**config.mk**
```make
export PLATFORM = sky130hd
export DESIGN_NAME = race_game_ctrl
export DESIGN_NICKNAME = d
export VERILOG_FILES = /design/src/rtl/race_game_ctrl_pkg.sv /design/src/rtl/race_game_ctrl_key_edge.sv /design/src/rtl/race_game_ctrl.sv
export SDC_FILE = /design/constraint.sdc
export NUM_CORES = 1
export LEC_CHECK = 0
export BUFFER_PORTS_ARGS = -buffer_cell sky130_fd_sc_hd__buf_2
export CORE_MARGIN = 3
export CORE_UTILIZATION = 40
export CTS_CLUSTER_SIZE = 30
export DETAILED_ROUTE_END_ITERATION = 10
export PLACE_DENSITY_LB_ADDON = 0.05
export SLEW_MARGIN = 0
export SYNTH_ARGS = -nofsm -noshare
export SYNTH_HDL_FRONTEND = slang
export SYNTH_SLANG_ARGS = --single-unit
```
**constraint.sdc**
```tcl
create_clock -name clk -period 5.2 [get_ports clk]
set_input_delay 0.78 -clock clk [delete_from_list [all_inputs] [get_ports clk]]
set_output_delay 0.78 -clock clk [all_outputs]
set_load 0.05 [all_outputs]
```
**src/rtl/race_game_ctrl_pkg.sv**
```systemverilog
`default_nettype none
// +----------------------------------------------------------------------+
// | race_game_ctrl_pkg : state codes and constants for the game sequencer |
// | Revision: 1.0                                                        |
// +----------------------------------------------------------------------+
package race_game_ctrl_pkg;

   typedef enum logic [2:0] {
      ST_IDLE      = 3'd0,
      ST_COUNTDOWN = 3'd1,
      ST_RUN       = 3'd2,
      ST_PAUSE     = 3'd3,
      ST_CRASH     = 3'd4,
      ST_OVER      = 3'd5
   } state_t;

   localparam int          SCORE_W   = 14;
   localparam logic [13:0] SCORE_MAX = 14'd9999;

endpackage
`default_nettype wire

```
**src/rtl/race_game_ctrl_key_edge.sv**
```systemverilog
`default_nettype none
// +----------------------------------------------------------------------+
// | race_game_ctrl_key_edge : rising-edge detector with sticky flag      |
// | Revision: 1.0                                                        |
// +----------------------------------------------------------------------+
module race_game_ctrl_key_edge (
   input  logic clk,
   input  logic reset_n,
   input  logic key,
   input  logic clr,
   output logic flag
);

   logic prev_q, prev_d;
   logic flag_q, flag_d;

   // An edge landing on the clearing cycle is kept for the next frame.
   always_comb begin
      prev_d = key;
      flag_d = (flag_q & ~clr) | (key & ~prev_q);
   end

   always_ff @(posedge clk or negedge reset_n) begin
      if (!reset_n) begin
         prev_q <= 1'b0;
         flag_q <= 1'b0;
      end else begin
         prev_q <= prev_d;
         flag_q <= flag_d;
      end
   end

   assign flag = flag_q;

endmodule
`default_nettype wire

```
**src/rtl/race_game_ctrl.sv**
```systemverilog
`default_nettype none
// +----------------------------------------------------------------------+
// | race_game_ctrl : racing game sequencer (FSM, score, lives, level)     |
// | Revision: 1.0                                                        |
// +----------------------------------------------------------------------+
module race_game_ctrl
   import race_game_ctrl_pkg::*;
#(
   parameter int LIVES_INIT   = 3,
   parameter int COUNT_FRAMES = 60,
   parameter int CRASH_FRAMES = 120,
   parameter int SCORE_FRAMES = 6,
   parameter int LEVEL_POINTS = 100,
   parameter int MAX_LEVEL    = 7
) (
   input  logic        clk,
   input  logic        reset_n,
   input  logic        refresh_tick,
   input  logic        start_key,
   input  logic        pause_key,
   input  logic        car_on,
   input  logic        obstacle_on,
   output logic        game_reset,
   output logic        game_pause,
   output logic [2:0]  state,
   output logic [1:0]  countdown_val,
   output logic [1:0]  lives,
   output logic [13:0] score,
   output logic [2:0]  speed_level,
   output logic        crash_flash
);

   localparam int CNT_MAX = (COUNT_FRAMES > CRASH_FRAMES) ? COUNT_FRAMES : CRASH_FRAMES;
   localparam int CNT_W   = (CNT_MAX > 16) ? $clog2(CNT_MAX) : 4;
   localparam int SC_W    = (SCORE_FRAMES > 1) ? $clog2(SCORE_FRAMES) : 1;

   localparam logic [CNT_W-1:0]   COUNT_LAST = CNT_W'(COUNT_FRAMES - 1);
   localparam logic [CNT_W-1:0]   CRASH_LAST = CNT_W'(CRASH_FRAMES - 1);
   localparam logic [SC_W-1:0]    SC_LAST    = SC_W'(SCORE_FRAMES - 1);
   localparam logic [SCORE_W-1:0] POINTS     = SCORE_W'(LEVEL_POINTS);
   localparam logic [2:0]         LEVEL_TOP  = 3'(MAX_LEVEL);
   localparam logic [1:0]         LIVES_RST  = 2'(LIVES_INIT);

   state_t               state_q, state_d;
   logic [CNT_W-1:0]     cnt_q, cnt_d;
   logic [1:0]           cd_q, cd_d;
   logic [1:0]           lives_q, lives_d;
   logic [SCORE_W-1:0]   score_q, score_d;
   logic [SC_W-1:0]      sc_cnt_q, sc_cnt_d;
   logic [2:0]           level_q, level_d;
   logic [SCORE_W-1:0]   thr_q, thr_d;
   logic                 coll_q, coll_d;
   logic                 game_reset_q, game_reset_d;
   logic                 game_pause_q, game_pause_d;
   logic                 crash_flash_q, crash_flash_d;
   logic                 start_flag;
   logic                 pause_flag;

   race_game_ctrl_key_edge u_start_edge (
      .clk     (clk),
      .reset_n (reset_n),
      .key     (start_key),
      .clr     (refresh_tick),
      .flag    (start_flag)
   );

   race_game_ctrl_key_edge u_pause_edge (
      .clk     (clk),
      .reset_n (reset_n),
      .key     (pause_key),
      .clr     (refresh_tick),
      .flag    (pause_flag)
   );

   always_comb begin
      state_d      = state_q;
      cnt_d        = cnt_q;
      cd_d         = cd_q;
      lives_d      = lives_q;
      score_d      = score_q;
      sc_cnt_d     = sc_cnt_q;
      level_d      = level_q;
      thr_d        = thr_q;
      game_reset_d = 1'b0;
      coll_d       = (coll_q & ~refresh_tick) | (car_on & obstacle_on & (state_q == ST_RUN));

      if (refresh_tick) begin
         case (state_q)
            ST_IDLE, ST_OVER: begin
               if (start_flag) begin
                  state_d      = ST_COUNTDOWN;
                  cnt_d        = '0;
                  cd_d         = 2'd3;
                  lives_d      = LIVES_RST;
                  score_d      = '0;
                  sc_cnt_d     = '0;
                  level_d      = '0;
                  thr_d        = POINTS;
                  game_reset_d = 1'b1;
               end
            end
            ST_COUNTDOWN: begin
               if (cnt_q == COUNT_LAST) begin
                  cnt_d = '0;
                  if (cd_q == 2'd1) begin
                     state_d = ST_RUN;
                     cd_d    = 2'd0;
                  end else begin
                     cd_d = cd_q - 2'd1;
                  end
               end else begin
                  cnt_d = cnt_q + 1'b1;
               end
            end
            ST_RUN: begin
               if (coll_q) begin
                  state_d = ST_CRASH;
                  cnt_d   = '0;
                  lives_d = lives_q - 2'd1;
               end else if (pause_flag) begin
                  state_d = ST_PAUSE;
               end else begin
                  if (sc_cnt_q == SC_LAST) begin
                     sc_cnt_d = '0;
                     if (score_q != SCORE_MAX) score_d = score_q + 14'd1;
                  end else begin
                     sc_cnt_d = sc_cnt_q + 1'b1;
                  end
                  // Level tracks the next threshold; it climbs at most one step per frame.
                  if ((level_q < LEVEL_TOP) && (score_d >= thr_q)) begin
                     level_d = level_q + 3'd1;
                     thr_d   = thr_q + POINTS;
                  end
               end
            end
            ST_PAUSE: begin
               if (pause_flag) state_d = ST_RUN;
            end
            ST_CRASH: begin
               if (cnt_q == CRASH_LAST) begin
                  cnt_d = '0;
                  if (lives_q == 2'd0) begin
                     state_d = ST_OVER;
                  end else begin
                     state_d      = ST_COUNTDOWN;
                     cd_d         = 2'd3;
                     game_reset_d = 1'b1;
                  end
               end else begin
                  cnt_d = cnt_q + 1'b1;
               end
            end
            default: begin
               state_d = ST_IDLE;
            end
         endcase
      end

      game_pause_d  = (state_d != ST_RUN);
      crash_flash_d = (state_d == ST_CRASH) && cnt_d[3];
   end

   always_ff @(posedge clk or negedge reset_n) begin
      if (!reset_n) begin
         state_q       <= ST_IDLE;
         cnt_q         <= '0;
         cd_q          <= 2'd0;
         lives_q       <= LIVES_RST;
         score_q       <= '0;
         sc_cnt_q      <= '0;
         level_q       <= '0;
         thr_q         <= POINTS;
         coll_q        <= 1'b0;
         game_reset_q  <= 1'b0;
         game_pause_q  <= 1'b1;
         crash_flash_q <= 1'b0;
      end else begin
         state_q       <= state_d;
         cnt_q         <= cnt_d;
         cd_q          <= cd_d;
         lives_q       <= lives_d;
         score_q       <= score_d;
         sc_cnt_q      <= sc_cnt_d;
         level_q       <= level_d;
         thr_q         <= thr_d;
         coll_q        <= coll_d;
         game_reset_q  <= game_reset_d;
         game_pause_q  <= game_pause_d;
         crash_flash_q <= crash_flash_d;
      end
   end

   assign state         = state_q;
   assign countdown_val = cd_q;
   assign lives         = lives_q;
   assign score         = score_q;
   assign speed_level   = level_q;
   assign game_reset    = game_reset_q;
   assign game_pause    = game_pause_q;
   assign crash_flash   = crash_flash_q;

endmodule
`default_nettype wire
```
After elaboration in Yosys (flattened, before gate mapping)

Index checks and enable logic that the tools add are counted.

Reductions and logical operators: 13
Equal/unequal tests: 20
Bitwise logic cells: 13
$lt $le $gt $ge: 2
$add $sub $neg: 7
Muxes and demuxes: 53

Operators with widths:

| kind                                                                   | number |
|---|---|
| 14-bit 2-to-1 mux                                                      | 13 |
| 14-bit case mux with 2 select lines                                    | 2 |
| 3-bit 2-to-1 mux                                                       | 16 |
| 7-bit 2-to-1 mux                                                       | 4 |
| 7-bit case mux with 4 select lines                                     | 1 |
| 3-bit case mux with 5 select lines                                     | 1 |
| 14-bit by 1-bit adder with 14-bit output (second input constant)       | 1 |
| 14-bit by 7-bit adder with 14-bit output (second input constant)       | 1 |
| 14-bit >= comparator                                                   | 1 |
| 14-bit != test (second input constant)                                 | 1 |
| 3-bit equality test (second input constant)                            | 4 |
| 2-bit 2-to-1 mux                                                       | 6 |
| 2-bit != test (second input constant)                                  | 6 |
| 3-bit case mux with 2 select lines                                     | 2 |
| 6-bit AND reduction                                                    | 2 |
| 4-bit AND reduction                                                    | 2 |
| 7-bit by 1-bit adder with 7-bit output (second input constant)         | 1 |
| 1-bit bitwise AND                                                      | 7 |
| 7-bit by 6-bit equality test with 1-bit output (second input constant) | 1 |
| 7-bit equality test (second input constant)                            | 1 |
| 3-bit by 1-bit adder with 3-bit output (second input constant)         | 2 |
| 3-bit by 2-bit equality test with 1-bit output (second input constant) | 2 |
| 2-bit case mux with 3 select lines                                     | 1 |
| 5-bit AND reduction                                                    | 1 |
| 19 further kinds                                                       | 29 |

Bits of input ports: 7
Output and inout bits: 27
Logic and storage cells: 125
Flip-flop bits (word level): 56

Longest topological paths before layout

Gate-level depths: netlist of the first run.

Depth in word-level cells: 13
Gate-level depth with buffers: 15
Depth with buffers taken out: 14

Cells and area by module

Synthesis of the first run repeated with hierarchy kept, for this count alone.

Cell total of the unflattened synthesis: 398
Area, all modules: 3626.0 um2

Modules (own cells, without submodules):

| module                  | sequential area each (um2) | times used | cells each | area each (um2) |
|---|---|---|---|---|
| race_game_ctrl          | 1258.7                     | 1          | 388        | 3485.8 |
| race_game_ctrl_key_edge | 50.0                       | 2          | 5          | 70.1 |

Least setup slack after synthesis of the first run

OpenSTA, ideal clock, no wires.

Path kind: flip-flop to flip-flop
From: register score_q[0], in the netlist score[0]
To: register level_q[0], in the netlist speed_level[0]
Library setup time: 0.121 ns
Arrival: 3.649 ns
Required time: 5.079 ns
Buffers on the path: 1
Stages on the path, launching flop included: 16
Period minus slack after synthesis: 3.770 ns
Slack: 1.430 ns
Path through: dfrtp_1 ha_1 nand4b_1 nor4_4 nor3b_2 nand3_1 or2_4 xnor2_1 ha_1 nand2_1 nor4_1 a221oi_2 nor4_4 buf_6 nor2_1 a22o_1

Cells in the longest elaborated chain, start to end: 11
Elaborated cells between the ends (all ways): 12
Classes of those cells: add/sub: 1; order compare: 1; eq/ne: 2; mux: 6; reduce/logical: 2

RTL lines:

| item                                                                              | RTL line              | source |
|---|---|---|
| from (decl)                                                                       | race_game_ctrl.sv:48  | `logic [SCORE_W-1:0] score_q, score_d;` |
| from (signal assigned)                                                            | race_game_ctrl.sv:182 | `score_q <= score_d;` |
| 14-bit by 1-bit adder with 14-bit output / 14-bit != test (equally long branches) | race_game_ctrl.sv:125 | `if (score_q != SCORE_MAX) score_d = score_q + 14'd1;` |
| 14-bit 2-to-1 mux                                                                 | race_game_ctrl.sv:125 |  |
| 14-bit 2-to-1 mux (*)                                                             | race_game_ctrl.sv:123 | `if (sc_cnt_q == SC_LAST) begin` |
| 14-bit 2-to-1 mux (*)                                                             | race_game_ctrl.sv:120 | `end else if (pause_flag) begin` |
| 14-bit 2-to-1 mux (*)                                                             | race_game_ctrl.sv:116 | `if (coll_q) begin` |
| 14-bit 2-to-1 mux (*)                                                             | race_game_ctrl.sv:88  | `case (state_q)` |
| 14-bit 2-to-1 mux (*)                                                             | race_game_ctrl.sv:87  | `if (refresh_tick) begin` |
| 14-bit >= comparator (*)                                                          | race_game_ctrl.sv:130 | `if ((level_q < LEVEL_TOP) && (score_d >= thr_q)) begin` |
| 1-bit logical AND (*)                                                             | race_game_ctrl.sv:130 |  |
| 2-bit by 1-bit != test with 1-bit output (no line) (*)                            | --                    |  |
| 6-bit AND reduction (no line) (*)                                                 | --                    |  |
| to (signal assigned)                                                              | race_game_ctrl.sv:184 | `level_q <= level_d;` |
| to (decl)                                                                         | race_game_ctrl.sv:50  | `logic [2:0] level_q, level_d;` |

Mark *: on every way between the ends. The rest lies on a longest branch, timed or not. The select of a mux whose other input is x is not followed.
A chain may end at the register's enable or synchronous reset.

Worst setup path after layout of the first run

From: register score_q[0], in the netlist score[0]
To: register thr_q[9]

Cells in the longest elaborated chain, start to end: 11
Elaborated cells between the ends (all ways): 12
Classes of those cells: add/sub: 1; order compare: 1; eq/ne: 2; mux: 6; reduce/logical: 2

RTL lines:

| item                                                                              | RTL line              | source |
|---|---|---|
| 14-bit by 1-bit adder with 14-bit output / 14-bit != test (equally long branches) | race_game_ctrl.sv:125 |  |
| 14-bit 2-to-1 mux                                                                 | race_game_ctrl.sv:125 |  |
| 14-bit 2-to-1 mux (*)                                                             | race_game_ctrl.sv:123 |  |
| 14-bit 2-to-1 mux (*)                                                             | race_game_ctrl.sv:120 |  |
| 14-bit 2-to-1 mux (*)                                                             | race_game_ctrl.sv:116 |  |
| 14-bit 2-to-1 mux (*)                                                             | race_game_ctrl.sv:88  |  |
| 14-bit 2-to-1 mux (*)                                                             | race_game_ctrl.sv:87  |  |
| 14-bit >= comparator (*)                                                          | race_game_ctrl.sv:130 |  |
| 1-bit logical AND (*)                                                             | race_game_ctrl.sv:130 |  |
| 2-bit by 1-bit != test with 1-bit output (no line) (*)                            | --                    |  |
| 6-bit AND reduction (no line) (*)                                                 | --                    |  |
| to (signal assigned)                                                              | race_game_ctrl.sv:185 | `thr_q <= thr_d;` |
| to (decl)                                                                         | race_game_ctrl.sv:51  | `logic [SCORE_W-1:0] thr_q, thr_d;` |

Marked as above.

==> metrics.txt, run 1 <==
initial antenna violation count=0; residual DRC count=0; pwr dens=289.0 nW/um^2; Final Instance Count excl. Fillers=529; cts bufs inserted=5; ys async rst share=100.0%; die area=10130 sq um; peak supply drop=134.2 uV; post-synth top area share=33.51%; Post-CTS Hold Fix Bufs=0; crit path DAT=4.33 ns; num ports=34; CTS sink count=54; CP Cell Sequence=ha_1, nand4b_1, nor4_4, nor3b_2, nand3_1, or2_4, xnor2_1, ha_1, nand2_1, nor4_1, a221oi_2, nor4_4, a311oi_1, a41o_1; Slew headroom=52.94%; post-route setup TNS=0 ns; FF+latch count, synth=54; HPWL Detailed=6196 um; H-tree Lvls=2; Post-synth top flop=dfrtp_1; Starting Density=42.35%; DR iter-0 viols=107; fmax=242.7 MHz; CP bufs+invs=0; drt first pass iters=4; synth top area cells=dfrtp_1 34%, ha_1 6.3%, dfstp_2 4.4%; synthesized instance count=397; Final period util=79.22%; CP max-delay cell=nor4_4; dpl cells=521; Root Driver=clkbuf_8; CTS Buffer Depth=2; Slew Viols, Final=0; skew final=0.006146 ns; clock latency at the later pin of the worst-skew pair=0.31 ns; Yosys top cell by area=dfrtp_1; port bufs=33; CP endpoint kind=flop; Die H=100.7 um; Avg Inst Size Synth=9.029 sq um; CP required=5.41 ns; routed vias=2984; Hold Path Class=reg2reg; share of cells above drive strength 1=17.45%; post-CTS setup buffer count=0; clock transition at the registers of the reported paths=0.10 ns; outcome=finished clean; Post-synth top cells=48 x dfrtp_1, 33 x inv_1, 33 x nand2_1, 30 x nor2_1, 27 x o21ai_0; Post-CTS Resized=0; total gr overflow=0; CTS tree=yes; Synthesized Nets=422; crit path max fanout=13; # diodes=0; nets@finish=448; Detail Route Antenna Nets=0; synth warn=0; Setup-failing EPs final=0; max-cap violations=0; RSZ-0062 raised after global routing=false; EDFF count, synth=0; vias in the first global route=2911; gp weighted congestion=0.8223; vias per cell=5.641; synthesized cell area=3585 sq um; CP Class=reg2reg; most frequent cell after synthesis=dfrtp_1; DR WL/cell=16.14 um; area delta synth->final=8.482%; crit start category=flop; width of the die=100.7 um; total track usage=18.11%; # rows=33; first-pass GRT wire length=14920 um; final period demand of the worst path=4.120 ns; cell family with most CP delay=simple AND/OR/NAND/NOR gates; Slowest Stage Delay on Critical Path=0.63 ns; final hold vios=0; Leak=0.001750 uW; Fin Hold WS=0.4208 ns; sequential area share after synthesis=37.91%; Core Region=8464 sq um; Least-Margin Pin Slew=0.7007 ns; Routed Wire Length=8538 um; largest net degree at the start of global routing=55; setup slack, reg-to-reg=1.08 ns; Synth cell types=69
[registers in the layout (all words and copies together) (netlist names)]
name,count
game_pause,1
sc_cnt_q,3
countdown_val,2
u_pause_edge.flag,1
crash_flash,1
cnt_q,7
u_start_edge.prev_q,1
speed_level,3
game_reset,1
u_start_edge.flag,1
lives,2
thr_q,12
coll_q,1
score,14
state,3
u_pause_edge.prev_q,1
[placed cells by master (no fill, tap or decap), types with 8 or more instances in the layout]
cell type / n
a21o_1: 10
a21oi_1: 26
buf_2: 33
dfrtp_1: 48
ha_1: 18
inv_1: 33
nand2_1: 33
nand3_1: 16
nor2_1: 30
o21ai_0: 27
o31ai_1: 8
xnor2_1: 10
[metrics by stage]
| step | instance area, sq um | worst slack (ns) | total power [uW] | utilization [%] |
|---|---|---|---|---|
| final | 3889 | 1.080 | 1124 | 45.94 |
| after detailed placement | 3794 | 1.133 | 883.5 | 44.82 |
| after global placement | 3794 | 1.273 | 876.9 | 44.82 |
| after CTS | 3889 | 1.105 | 1140 | 45.94 |
| after global routing | 3889 | 0.6210 | 1211 | 45.94 |
| after floorplan | 3585 | 1.430 | 798.4 | - |
[layout make-up]
| class | instances | area, sq um |
|---|---|---|
| Sequential cell | 54 | 1359 |
| Clock inverter | 2 | 12.51 |
| Clock buffer | 6 | 82.58 |
| Timing Repair Buffer | 37 | 195.2 |
| Fill cell | 819 | 4576 |
| Multi-Input combinational cell | 292 | 1984 |
| Tap cell | 105 | 131.4 |
| Inverter | 33 | 123.9 |
[logic make-up (layout without fill, tap and decap cells)]
| kind of cell | after synthesis | count (layout) | synth area share (%) |
|---|---|---|---|
| XOR/XNOR | 15 | 15 | 3.665 |
| multiplexers | 2 | 2 | 0.5934 |
| buffers and inverters | 51 | 78 | 6.737 |
| adder cells (fa/ha/maj) | 18 | 18 | 6.283 |
| AND/OR/NAND/NOR | 139 | 139 | 22.48 |
| flip-flops | 54 | 54 | 37.91 |
| AO/OA/AOI/OAI | 118 | 118 | 22.34 |
[per-layer routing]
| layer | vias to the layer above | routed length [um] | GRT usage, % |
|---|---|---|---|
| met5 | - | 0 | 0 |
| met4 | 0 | 50 | 3.420 |
| met3 | 5 | 306 | 2.630 |
| met2 | 54 | 3512 | 25.52 |
| met1 | 1429 | 4669 | 29.11 |
| li1 | 1496 | - | - |
[path summary, 6_finish.rpt]
| path | startpoint | end | depth (start not counted) |
|---|---|---|---|
| max | score[0] | thr_q[9] | 14 |
| max in group asynchronous | reset_n | score[13] | 2 |
| min in group asynchronous | reset_n | game_reset | 2 |
| min | u_start_edge.prev_q | u_start_edge.flag | 1 |
| min reg2reg | u_start_edge.prev_q | u_start_edge.flag | 1 |
| max reg2reg | score[0] | thr_q[9] | 14 |
[where the power goes]
part / internal, uW / switching (uW) / total (uW)
clock network: 108 / 143 / 250
logic: 110 / 204 / 314
registers: 494 / 65.3 / 560
Note: power is estimated with default switching activity, not from simulation.
==> run 2, diff against run 1 <==
- clock period: 5.2 -> 3.5 ns (I/O delays scaled with it)
==> run 2 against run 1 <==
- combinational power grew 61%
- global-route usage grew 0.078 points
- routed wire length grew 3.2%
==> metrics.txt, run 2 (synthesized netlist as in run 1, its figures left out) <==
outcome=finished clean; port bufs=33 (unchanged); cts bufs inserted=5 (unchanged); pwr dens=407.9 nW/um^2 (+41%); fin area=4189 sq um (+7.7%); Slew headroom=52.66% (-0.28 points); Least-Margin Pin Slew=0.7101 ns (+0.009472 ns); gp weighted congestion=0.8149 (-0.90%); most frequent cells in the layout=40 x dfrtp_1, 33 x inv_1, 33 x buf_2; clock transition at the registers of the reported paths=0.11 ns (about the same); clock latency at the later pin of the worst-skew pair=0.31 ns (about the same); crit path DAT=3.55 ns (-0.78 ns); drt first pass iters=4 (unchanged); total power draw=1709 uW (+52%); final period demand of the worst path=3.343 ns (-0.7762 ns); setup slack, reg-to-reg=0.16 ns (-0.92 ns); final hold vios=0 (unchanged); width of the die=100.7 um (unchanged); CP required=3.71 ns (-1.70 ns); die area=10130 sq um (unchanged); # diodes=0 (unchanged); routed vias=3066 (+2.7%); Hold Path Class=in2async; Detail Route Antenna Nets=0 (unchanged); total track usage=18.19% (+0.078 points); skew final=0.006623 ns (+0.0004771 ns); initial antenna violation count=0 (unchanged); commonest non-fill, non-tap cell in the layout=dfrtp_1; Die H=100.7 um (unchanged); HPWL Detailed=6393 um (+3.2%); Post-CTS Hold Fix Bufs=0 (unchanged); Setup-failing EPs final=0 (unchanged); num ports=34 (unchanged); share of cells above drive strength 1=26.74% (+9.3 points); CTS tree=yes; nets@finish=469 (+4.7%); residual DRC count=0 (unchanged); Core Region=8464 sq um (unchanged); fill count=793 (-3.2%); Routed Wire Length=8814 um (+3.2%); DR iter-0 viols=150 (+40%); CP endpoint kind=flop; Starting Density=42.35% (unchanged); crit path max fanout=7 (-6); Slew Viols, Final=0 (unchanged); CTS Buffer Depth=2 (unchanged); # rows=33 (unchanged); Fin Hold WS=0.3157 ns (-0.1051 ns); Largest register FFs=14 (unchanged); vias per cell=5.575 (-1.2%); Root Driver=clkbuf_8; CTS sink count=54 (unchanged); largest net degree at the start of global routing=55 (unchanged); CP Class=reg2reg; Final period util=95.52% (+16 points); vias in the first global route=2895 (-0.55%); peak supply drop=214.0 uV (+60%); area delta synth->final=16.86%; area post-placement=3935 sq um (+3.7%); DR WL/cell=16.03 um (-0.71%); fmax=299.1 MHz (+23%); Leak=0.001870 uW (+6.9%); H-tree Lvls=2 (unchanged); post-route setup TNS=0 ns (unchanged); crit start category=flop; first-pass GRT wire length=14860 um (-0.46%); total gr overflow=0 (unchanged); max-cap violations=0 (unchanged)
run 2: changes by cell type in the layout (fill, tap and decap cells not counted), moves of 3 or more:
cell and delta:
dfrtp_2 +8, dfrtp_1 -8, buf_4 +18, buf_6 +3
run 2: timing repair:
action                                  in CTS  in global routing
pin swaps                                    3                 10
endpoints found under the setup margin       9                 15
setup buffers                                4                  0
resized for setup                            4                 22
cloned                                       0                  1
run 2: metal layers:
metal  up-vias  part of all wire, %  track usage [%]
met2        59                   41            25.27
li1       1542                    -                -
met5         -                    0                0
met4         0                 0.88            4.145
met3         7                  3.4            2.491
met1      1458                   54            29.35
run 2: cell type report:
| type | instances | area, sq um | area share (%) |
|---|---|---|---|
| Inverter | 33 | 123.9 | 2.957 |
| Clock buffer | 5 | 68.82 | 1.643 |
| Tap cell | 105 | 131.4 | 3.136 |
| Clock inverter | 3 | 25.02 | 0.5974 |
| Multi-Input combinational cell | 292 | 2107 | 50.30 |
| Timing Repair Buffer | 58 | 364.1 | 8.692 |
| Sequential cell | 54 | 1369 | 32.68 |
run 2: worst paths after layout:
path | start | endpoint | cells after the start
worst max-delay path | score[1] | thr_q[3] | 16
worst min-delay path | reset_n | game_reset | 2
worst max register to register | score[1] | thr_q[3] | 16
worst min register to register | u_pause_edge.prev_q | u_pause_edge.flag | 1
max in group asynchronous | reset_n | score[11] | 2
min in group clk | pause_key | u_pause_edge.prev_q | 1
run 2: per-stage QoR:
stage	setup slack, ns	utilization [%]	cells
6_report	0.1567	49.49	550
5_1_grt	-0.05745	49.49	550
4_1_cts	0.003504	48.23	549
3_5_place_dp	-0.04369	46.49	537
3_3_place_gp	0.04974	46.49	537
2_1_floorplan	0.04013	-	397
run 2: report_power, final:
part,switching [uW],leakage [uW],total [uW],internal [uW]
sequential,95.8,0.000679,831,735
clock,228,0.0000447,373,145
combinational,328,0.00115,505,176
run 2: worst max-delay path, stage by stage (launching register included):
cell	delay (ns)
dfrtp_2	0.42
ha_4	0.16
nand4b_1	0.15
nor4_4	0.38
buf_4	0.19
nor3b_4	0.04
buf_6	0.15
nand2_2	0.07
xnor2_1	0.08
ha_1	0.30
nand2_1	0.09
nor4_4	0.33
a221oi_4	0.14
nor4_4	0.24
buf_6	0.18
nor2_1	0.06
a32o_1	0.24
==> run 3, diff against run 2 <==
- MAX_ROUTING_LAYER: default -> met4
==> run 3 against run 2 <==
- critical path depth stayed put
- worst hold slack hardly changed
- worst setup slack better by 0.0056 ns
- combinational power hardly changed
- clock power hardly changed
- routed wire length is 0.23% higher
- total power is 0.16% lower
- register-to-register slack hardly changed
- final cell count is 0.18% higher
- sequential cell count stayed put
- sequential power hardly changed
- critical endpoint unchanged
- largest cell class unchanged
- largest power group unchanged
==> metrics.txt, run 3 (synthesized netlist as in run 1, its figures left out) <==
drt first pass iters=4 (unchanged); crit path DAT=3.54 ns (about the same); Routed Wire Length=8834 um (+0.23%); commonest non-fill, non-tap cell in the layout=dfrtp_1; crit path max fanout=7 (unchanged); pwr dens=406.5 nW/um^2 (-0.33%); Pint=1057 uW (about the same); share of cells above drive strength 1=26.91% (+0.16 points); Detail Route Antenna Nets=0 (unchanged); Starting Density=42.35% (unchanged); H-tree Lvls=2 (unchanged); die area=10130 sq um (unchanged); CP required=3.71 ns (about the same); Critical R2R Launch=score[1]; Post-CTS Hold Fix Bufs=0 (unchanged); num ports=34 (unchanged); # rows=33 (unchanged); Fin Hold WS=0.3155 ns (-0.0001640 ns); port bufs=33 (unchanged); Largest register FFs=14 (unchanged); CTS tree=yes; residual DRC count=0 (unchanged); outcome=finished clean; Least-Margin Pin Slew=0.7105 ns (+0.0003412 ns); initial antenna violation count=0 (unchanged); crit start category=flop; Gate power share=29.6% (about the same); fin area=4197 sq um (+0.18%); Slew headroom=52.64% (about the same); gp weighted congestion=0.8270 (+1.5%); vias per cell=5.566 (-0.15%); max-cap violations=0 (unchanged); Core Region=8464 sq um (unchanged); skew final=0.008180 ns (+0.001556 ns); Switching Fraction=38.07% (-0.092 points); cts bufs inserted=5 (unchanged); clock transition at the registers of the reported paths=0.10 ns (about the same); most frequent cells in the layout=40 x dfrtp_1, 33 x inv_1, 33 x buf_2; DR WL/cell=16.03 um (about the same); Worst R2R Path Depth=16 (unchanged); total track usage=18.70% (+0.51 points); final period demand of the worst path=3.338 ns (-0.005552 ns); CTS sink count=54 (unchanged); HPWL Detailed=6393 um (unchanged); fmax=299.6 MHz (+0.17%); Leak=0.001875 uW (+0.29%); CTS Buffer Depth=2 (unchanged); DR iter-0 viols=174 (+16%); DP Worst Slack=-0.04369 ns (unchanged); Root Driver=clkbuf_8; total gr overflow=0 (unchanged); setup ws final=0.1622 ns (+0.005552 ns); end of the worst register-to-register path=thr_q[3]; final hold vios=0 (unchanged); fill count=793 (unchanged); Final period util=95.36% (-0.16 points); routed vias=3067 (+0.033%); area post-placement=3935 sq um (unchanged); vias in the first global route=2895 (unchanged); largest net degree at the start of global routing=55 (unchanged); total power draw=1706 uW (-0.16%); Setup-failing EPs final=0 (unchanged); Hold Path Class=in2async; nets@finish=470 (+0.21%); Slew Viols, Final=0 (unchanged); Sequential Power Share=48.7% (about the same); clock latency at the later pin of the worst-skew pair=0.31 ns (about the same); width of the die=100.7 um (unchanged); CP Class=reg2reg; area delta synth->final=17.07%; setup slack, reg-to-reg=0.16 ns (about the same); multi-input logic area=2107 sq um (unchanged); first-pass GRT wire length=14860 um (about the same); clock network power share=21.7% (about the same); CP endpoint kind=flop; switching pwr=649.5 uW (-0.40%); Die H=100.7 um (unchanged); post-route setup TNS=0 ns (unchanged); peak supply drop=214.0 uV (about the same); register area=1369 sq um (unchanged); # diodes=0 (unchanged)
-- run 3: final cells by class --
| class | count | share of cell area [%] |
|---|---|---|
| Inverter | 33 | 2.952 |
| Sequential cell | 54 | 32.62 |
| Timing Repair Buffer | 59 | 8.855 |
| Tap cell | 105 | 3.131 |
| Clock inverter | 3 | 0.5963 |
| Clock buffer | 5 | 1.640 |
| Multi-Input combinational cell | 292 | 50.21 |
-- run 3: layer usage --
metal,wire length [um],global-route usage (%)
met5,0,-
met4,72,4.145
met3,331,2.561
met2,3652,25.27
met1,4778,29.26
-- run 3: worst max path at each step --
stage	from	to	slack, ns	depth (start not counted)
final	score[1]	thr_q[3]	0.16	16
after global routing	score[1]	thr_q[6]	-0.06	16
after CTS	score[5]	thr_q[8]	0.004	14
after detailed placement	score[1]	thr_q[8]	-0.04	13
after global placement	score[1]	speed_level[0]	0.05	13
after floorplan	score[3]	speed_level[0]	0.04	15
-- run 3: critical path: stages (launching register included) --
cell and delay [ns]:
dfrtp_2 0.42, ha_4 0.16, nand4b_1 0.15, nor4_4 0.38, buf_4 0.19, nor3b_4 0.04
buf_6 0.15, nand2_2 0.07, xnor2_1 0.08, ha_1 0.30, nand2_1 0.09, nor4_4 0.33
a221oi_4 0.14, nor4_4 0.24, buf_6 0.18, nor2_1 0.06, a32o_1 0.24
-- run 3: power by group through the flow --
stage	logic, uW	registers, uW	clock network (uW)
CTS	491	830	391
global placement	468	841	0
finish	505	831	370
global route	572	851	415
detailed placement	478	843	0
floorplan	276	914	0
-- run 3: timing repair --
action                     CTS  global route
pin swaps                    3            11
setup endpoints to repair    9            15
resized for setup            4            22
gates cloned                 0             1
buffers inserted             4             1
-- run 3: per-stage QoR --
stage               cells  util [%]
floorplan             397         -
global placement      537     46.49
detailed placement    537     46.49
CTS                   549     48.23
global route          551     49.58
finish                551     49.58
